### config.mk
export PLATFORM = sky130hd
export DESIGN_NAME = ifu_fetch
export DESIGN_NICKNAME = d
export VERILOG_FILES = /design/src/rtl/ifu_fetch.sv
export SDC_FILE = /design/constraint.sdc
export NUM_CORES = 1
export LEC_CHECK = 0
export CELL_PAD_IN_SITES_DETAIL_PLACEMENT = 1
export CELL_PAD_IN_SITES_GLOBAL_PLACEMENT = 2
export CORE_MARGIN = 5
export CORE_UTILIZATION = 30
export CTS_BUF_LIST = sky130_fd_sc_hd__clkbuf_4 sky130_fd_sc_hd__clkbuf_8
export DETAILED_ROUTE_END_ITERATION = 8
export PLACE_DENSITY_LB_ADDON = 0.1
export SLEW_MARGIN = 20
export SYNTH_ARGS = -nofsm -noshare
export SYNTH_HDL_FRONTEND = slang
export SYNTH_SLANG_ARGS = --single-unit
### constraint.sdc
create_clock -name clk -period 2.65 [get_ports clk]
set_clock_uncertainty 0.1 [all_clocks]
set_input_delay 0.53 -clock clk [delete_from_list [all_inputs] [get_ports clk]]
set_output_delay 0.53 -clock clk [all_outputs]
set_load 0.005 [all_outputs]
### src/rtl/ifu_fetch.sv
// ---------------------------------------------------------------------------
// ifu_fetch
//   Instruction fetch stage. Holds the next-fetch PC and issues one
//   single-beat read at a time to instruction memory over a valid/ready
//   AR/R bus. Each returned word is presented to IF/ID with its PC and
//   fault flag until id_ready takes it.
//
//   A PC redirect (branch, jump or trap) overrides everything else.
//   If a request has already been issued, its response is marked stale
//   and discarded when it arrives.
//
// Ports
//   clk, rst_n              clock; asynchronous active-low reset
//   redirect_valid_i/pc_i   force the next fetch address
//   imem_ar*                read request channel (arvalid/arready/araddr)
//   imem_r*                 read response channel (rvalid/rready/rdata/rresp)
//   if_pc_o/inst_o/valid_o  instruction presented to IF/ID
//   if_fault_o              presented instruction came back with rresp != 0
//   id_ready_i              IF/ID accepts the presented instruction
// ---------------------------------------------------------------------------
module ifu_fetch #(
   parameter logic [31:0] RESET_ADDR = 32'h8000_0000,
   parameter logic [31:0] NOP_INST   = 32'h0000_0013,
   parameter int          ADDR_W     = 32,
   parameter int          DATA_W     = 32
) (
   input  logic              clk,
   input  logic              rst_n,
   input  logic              redirect_valid_i,
   input  logic [ADDR_W-1:0] redirect_pc_i,
   output logic              imem_arvalid_o,
   input  logic              imem_arready_i,
   output logic [ADDR_W-1:0] imem_araddr_o,
   input  logic              imem_rvalid_i,
   output logic              imem_rready_o,
   input  logic [DATA_W-1:0] imem_rdata_i,
   input  logic [1:0]        imem_rresp_i,
   output logic [ADDR_W-1:0] if_pc_o,
   output logic [DATA_W-1:0] if_inst_o,
   output logic              if_valid_o,
   output logic              if_fault_o,
   input  logic              id_ready_i
);

   typedef enum logic [1:0] {
      S_IDLE = 2'd0,
      S_AR   = 2'd1,
      S_R    = 2'd2,
      S_OUT  = 2'd3
   } state_t;

   state_t              state_q,    state_d;
   logic [ADDR_W-1:0]   fetch_pc_q, fetch_pc_d;   // next address to fetch
   logic [ADDR_W-1:0]   ar_addr_q,  ar_addr_d;    // address of the current request
   logic                drop_q,     drop_d;       // outstanding response is stale
   logic [ADDR_W-1:0]   out_pc_q,   out_pc_d;
   logic [DATA_W-1:0]   inst_q,     inst_d;
   logic                fault_q,    fault_d;

   always_ff @(posedge clk or negedge rst_n) begin
      if (!rst_n) begin
         state_q    <= S_IDLE;
         fetch_pc_q <= ADDR_W'(RESET_ADDR);
         ar_addr_q  <= ADDR_W'(RESET_ADDR);
         drop_q     <= 1'b0;
         out_pc_q   <= ADDR_W'(RESET_ADDR);
         inst_q     <= DATA_W'(NOP_INST);
         fault_q    <= 1'b0;
      end else begin
         state_q    <= state_d;
         fetch_pc_q <= fetch_pc_d;
         ar_addr_q  <= ar_addr_d;
         drop_q     <= drop_d;
         out_pc_q   <= out_pc_d;
         inst_q     <= inst_d;
         fault_q    <= fault_d;
      end
   end

   always_comb begin
      state_d        = state_q;
      fetch_pc_d     = fetch_pc_q;
      ar_addr_d      = ar_addr_q;
      drop_d         = drop_q;
      out_pc_d       = out_pc_q;
      inst_d         = inst_q;
      fault_d        = fault_q;
      imem_arvalid_o = 1'b0;
      imem_rready_o  = 1'b0;

      // A redirect always replaces the next-fetch PC; what else happens
      // depends on how far the current fetch has progressed.
      if (redirect_valid_i) begin
         fetch_pc_d = redirect_pc_i;
      end

      unique case (state_q)
         S_IDLE: begin
            ar_addr_d = redirect_valid_i ? redirect_pc_i : fetch_pc_q;
            state_d   = S_AR;
         end

         S_AR: begin
            // The request is already on the bus and must not be withdrawn,
            // so a redirect can only mark its eventual response stale.
            imem_arvalid_o = 1'b1;
            if (redirect_valid_i) begin
               drop_d = 1'b1;
            end
            if (imem_arready_i) begin
               state_d = S_R;
            end
         end

         S_R: begin
            imem_rready_o = 1'b1;
            if (imem_rvalid_i) begin
               if (redirect_valid_i) begin
                  drop_d    = 1'b0;
                  ar_addr_d = redirect_pc_i;
                  state_d   = S_AR;
               end else if (drop_q) begin
                  drop_d    = 1'b0;
                  ar_addr_d = fetch_pc_q;
                  state_d   = S_AR;
               end else begin
                  inst_d     = imem_rdata_i;
                  out_pc_d   = ar_addr_q;
                  fault_d    = (imem_rresp_i != 2'b00);
                  fetch_pc_d = ar_addr_q + ADDR_W'(4);
                  state_d    = S_OUT;
               end
            end else if (redirect_valid_i) begin
               drop_d = 1'b1;
            end
         end

         S_OUT: begin
            if (redirect_valid_i) begin
               ar_addr_d = redirect_pc_i;
               state_d   = S_AR;
            end else if (id_ready_i) begin
               ar_addr_d = fetch_pc_q;
               state_d   = S_AR;
            end
         end

         default: begin
            state_d = S_IDLE;
         end
      endcase
   end

   assign imem_araddr_o = ar_addr_q;

   // A redirect in the same cycle kills the presented instruction
   // combinationally so IF/ID never latches a wrong-path word.
   assign if_valid_o = (state_q == S_OUT) && !redirect_valid_i;
   assign if_pc_o    = out_pc_q;
   assign if_inst_o  = if_valid_o ? inst_q : DATA_W'(NOP_INST);
   assign if_fault_o = if_valid_o && fault_q;

endmodule
==> flow_summary.ini, run 1 <==
[critical_path]
slowest_stage = clkdlybuf4s50_1
r2r_cells = 6
critPathLaunchType = flip-flop
reg2reg_to = fetch_pc_q[28]$_DFF_PN0_
slowest_delay_ns = 0.52
path_max_fanout = 17
cp.required_ns = 2.02
cpLargestDelayFamily = buffers and inverters
end_kind = primary output
crit_path_cell_trace = ha_1 > nor2b_4 > buf_6 > and2_1 > clkdlybuf4s50_1
r2r-start = imem_araddr_o[3]$_DFFE_PN0P_
critical_path_class = flip-flop to primary output
critPathArrivalTime_ns = 1.96
worst-path-buf-inv = 2
reg2reg_slack_ns = 0.41

[synthesis]
syn_nets = 718
syn_area_mm2 = 0.00609
synthArstFlopShare_pct = 100
synth-main-ff-cell = dfrtp_1
yosys_warnings = 0
syn_avg_cell_area_um2 = 9.50
yosysSeqAreaShare_pct = 54.4
synth_seq_cells = 132
ys_types = 44
syn_inst = 641
synth_edf_count = 0

[clock_tree]
clk_pin_slew_ns = 0.08
cts_root_buffer = clkbuf_8
insertion_delay_ns = 0.45
htree_levels = 4
cts.sinks = 132
clock_path_buffers = 2
cts_made_buffers = 17
cts_tree = yes

[placed_design]
postPlaceCellArea_mm2 = 0.00818
dpl_worst_slack_ns = 0.270
hpwl_um = 13700
dp_cells = 1063
portBuffers = 171
place_congestion = 0.771

[sta]
period_minus_slack_ns = 2.59
rsz0062_at_grt = true
slew_headroom_pct = 59.5
fmax_mhz = 385
setup_viol = 0
timing.final.ws_setup_ns = 0.0555
worst_pin_slew_ns = 0.607
final-max-slew-violation-count = 0
fin_crit_sh_pct = 97.9
hold_viol = 0

[drt]
wl_per_cell_um = 17.3
vias = 5130
avgViaCountPerCell = 4.67
drc = 0
first_iter_violations = 145
drtAntennaViolNets = 0
dr.pass1.iters = 4
finalWirelength_um = 19000

[global_routing]
grt_pass1_wl_um = 31500
grt_max_degree = 65
antenna_found_initial = 0
first_global_vias = 5689
grt_util_all_layers_pct = 16.7
grt-ovfl-total = 0

[layout]
fill_cells = 2267
drive_gt1_share_pct = 8.82
nets = 892
final-instance-count-excl-fill = 1098
fin_area_mm2 = 0.00860
syn_to_final_growth_pct = 41.1
antennaDiodeCount = 0

[floorplan]
core_mm2 = 0.0201
rows = 52
initial_core_util_pct = 30.3
die_w_um = 152
die_height_um = 152
die_area_mm2 = 0.0233
io_pins = 172

[pwr]
p_clk_share_pct = 20.2
ir_drop_v = 0.000419
p_int_uw = 5130
p_per_area_mw_per_mm2 = 939
switching_share_pct = 36.5
p_seq_share_pct = 42.6
p_leak_uw = 0.00382
power.switching_uw = 2940
p_comb_share_pct = 37.2

[min_path]
hold-path-endpoint = inst_q[0]$_DFFE_PN1P_
hp-start = inst_q[0]$_DFFE_PN1P_
min_path_type = flip-flop to flip-flop
hold_depth = 2

[job]
max_cap_viol_count = 0

[status]
status = complete, no violations
-- cell type report --
class / count / area (um^2) / share of cell area [%]
clock buffers: 18 / 248 / 2.88
clock inverters: 14 / 129 / 1.50
inverters: 10 / 37.5 / 0.437
multi-input cells: 461 / 2590 / 30.1
flip-flops and latches: 132 / 3310 / 38.5
well taps: 270 / 338 / 3.93
repair buffers: 193 / 1940 / 22.6
-- per-layer routing --
layer	GRT usage (%)	wire length (um)	vias up
li1	-	-	2452
met1	22.7	8970	2557
met2	27.3	9170	109
met3	3.58	690	12
met4	4.62	180	0
met5	0	0	-
-- power groups by stage --
stage               sequential [uW]  combinational, uW  clock [uW]
floorplan                      3310               1440           0
global placement               3480               2920           0
detailed placement             3500               3020           0
CTS                            3460               3080        1700
global route                   3560               3350        1780
finish                         3440               3000        1630
-- synthesized netlist by cell type (2+ instances only) --
| cell | count | share of area, % |
|---|---|---|
| nand2b_1 | 3 | 0.31 |
| clkbuf_1 | 16 | 0.99 |
| nor3_1 | 7 | 0.58 |
| and4_1 | 3 | 0.43 |
| dfstp_2 | 6 | 2.6 |
| nor2_1 | 44 | 2.7 |
| a31oi_1 | 2 | 0.21 |
| clkbuf_2 | 3 | 0.25 |
| ha_1 | 5 | 1.0 |
| nand2_1 | 193 | 12 |
| o21ai_0 | 5 | 0.41 |
| mux2i_1 | 51 | 8.4 |
| and2_1 | 31 | 3.2 |
| a21oi_1 | 47 | 3.9 |
| buf_1 | 2 | 0.12 |
| nor4_1 | 9 | 0.92 |
| dfrtp_1 | 126 | 52 |
| inv_1 | 10 | 0.62 |
| and3_1 | 5 | 0.51 |
| nand4_1 | 4 | 0.41 |
| a211oi_1 | 2 | 0.25 |
| xnor2_1 | 18 | 2.6 |
| xor2_1 | 4 | 0.58 |
| nand3_1 | 10 | 0.82 |
| buf_2 | 14 | 1.2 |
| buf_4 | 2 | 0.25 |
| a311oi_1 | 2 | 0.29 |
-- logic make-up after synthesis --
family / synth area share [%]
AO/OA/AOI/OAI: 6.16
buffers and inverters: 3.55
multiplexers: 8.38
adder cells (fa/ha/maj): 1.03
XOR/XNOR: 3.16
flip-flops: 54.4
AND/OR/NAND/NOR: 23.4
-- cell usage in the layout, fill, tap and decap left out, drive strengths merged, types with 12 or more instances in the layout --
cell type        n
nor2            44
clkbuf          18
mux2i           51
buf             23
dfrtp          126
clkdlybuf4s50  166
xnor2           18
a21oi           47
nand2          194
inv             12
and2            32
-- metrics by stage --
step	hold slack, ns	util (%)	total power (uW)	setup TNS, ns
3_3_place_gp	0.343	40.7	6400	0
4_1_cts	0.368	42.7	8240	0
2_1_floorplan	0.134	-	4750	0
3_5_place_dp	0.353	40.7	6520	0
6_report	0.367	42.8	8070	0
5_1_grt	0.386	42.8	8690	-1.47
-- registers in the layout, summed over array words and instances (netlist names) --
name / cells
fetch_pc_q: 32
if_pc_o: 32
imem_araddr_o: 32
inst_q: 32
state_q: 2
drop_q: 1
fault_q: 1
-- worst max path at each step --
stage                     cells after the start             to              startpoint  slack [ns]
final                                         5  if_inst_o[21]  state_q[0]$_DFFE_PN0P_        0.06
after global routing                          5  if_inst_o[19]  state_q[0]$_DFFE_PN0P_       -0.08
after CTS                                     5  if_inst_o[19]  state_q[0]$_DFFE_PN0P_       0.005
after detailed placement                      5   if_inst_o[5]        redirect_valid_i        0.27
after global placement                        5  if_inst_o[30]        redirect_valid_i        0.36
after floorplan                               4  if_inst_o[22]        redirect_valid_i        0.61
-- repair_timing --
| item | 4_1_cts | 5_1_grt |
|---|---|---|
| pin swaps | 0 | 0 |
| hold endpoints to repair | 54 | 0 |
| setup endpoints to repair | 34 | 28 |
| setup buffers | 2 | 0 |
| gates resized for setup | 6 | 1 |
| hold buffers | 1 | 0 |
-- tightest hold or removal path: cells and delay by family (launching register included) --
kind | cells | cell delay, ns
flip-flops | 1 | 0.37
AND/OR/NAND/NOR | 2 | 0.10
Note: power is estimated with default switching activity, not from simulation.
==> inputs of run 2 (changes only) <==
--- a/config.mk
+++ b/config.mk
@@ -10,6 +10,7 @@
 export CORE_MARGIN = 5
 export CORE_UTILIZATION = 30
 export CTS_BUF_LIST = sky130_fd_sc_hd__clkbuf_4 sky130_fd_sc_hd__clkbuf_8
+export CTS_CLUSTER_SIZE = 25
 export DETAILED_ROUTE_END_ITERATION = 8
 export PLACE_DENSITY_LB_ADDON = 0.1
 export SLEW_MARGIN = 20
==> results of run 2 <==
The final DEF is identical to that of run 1; final timing and power are the same.
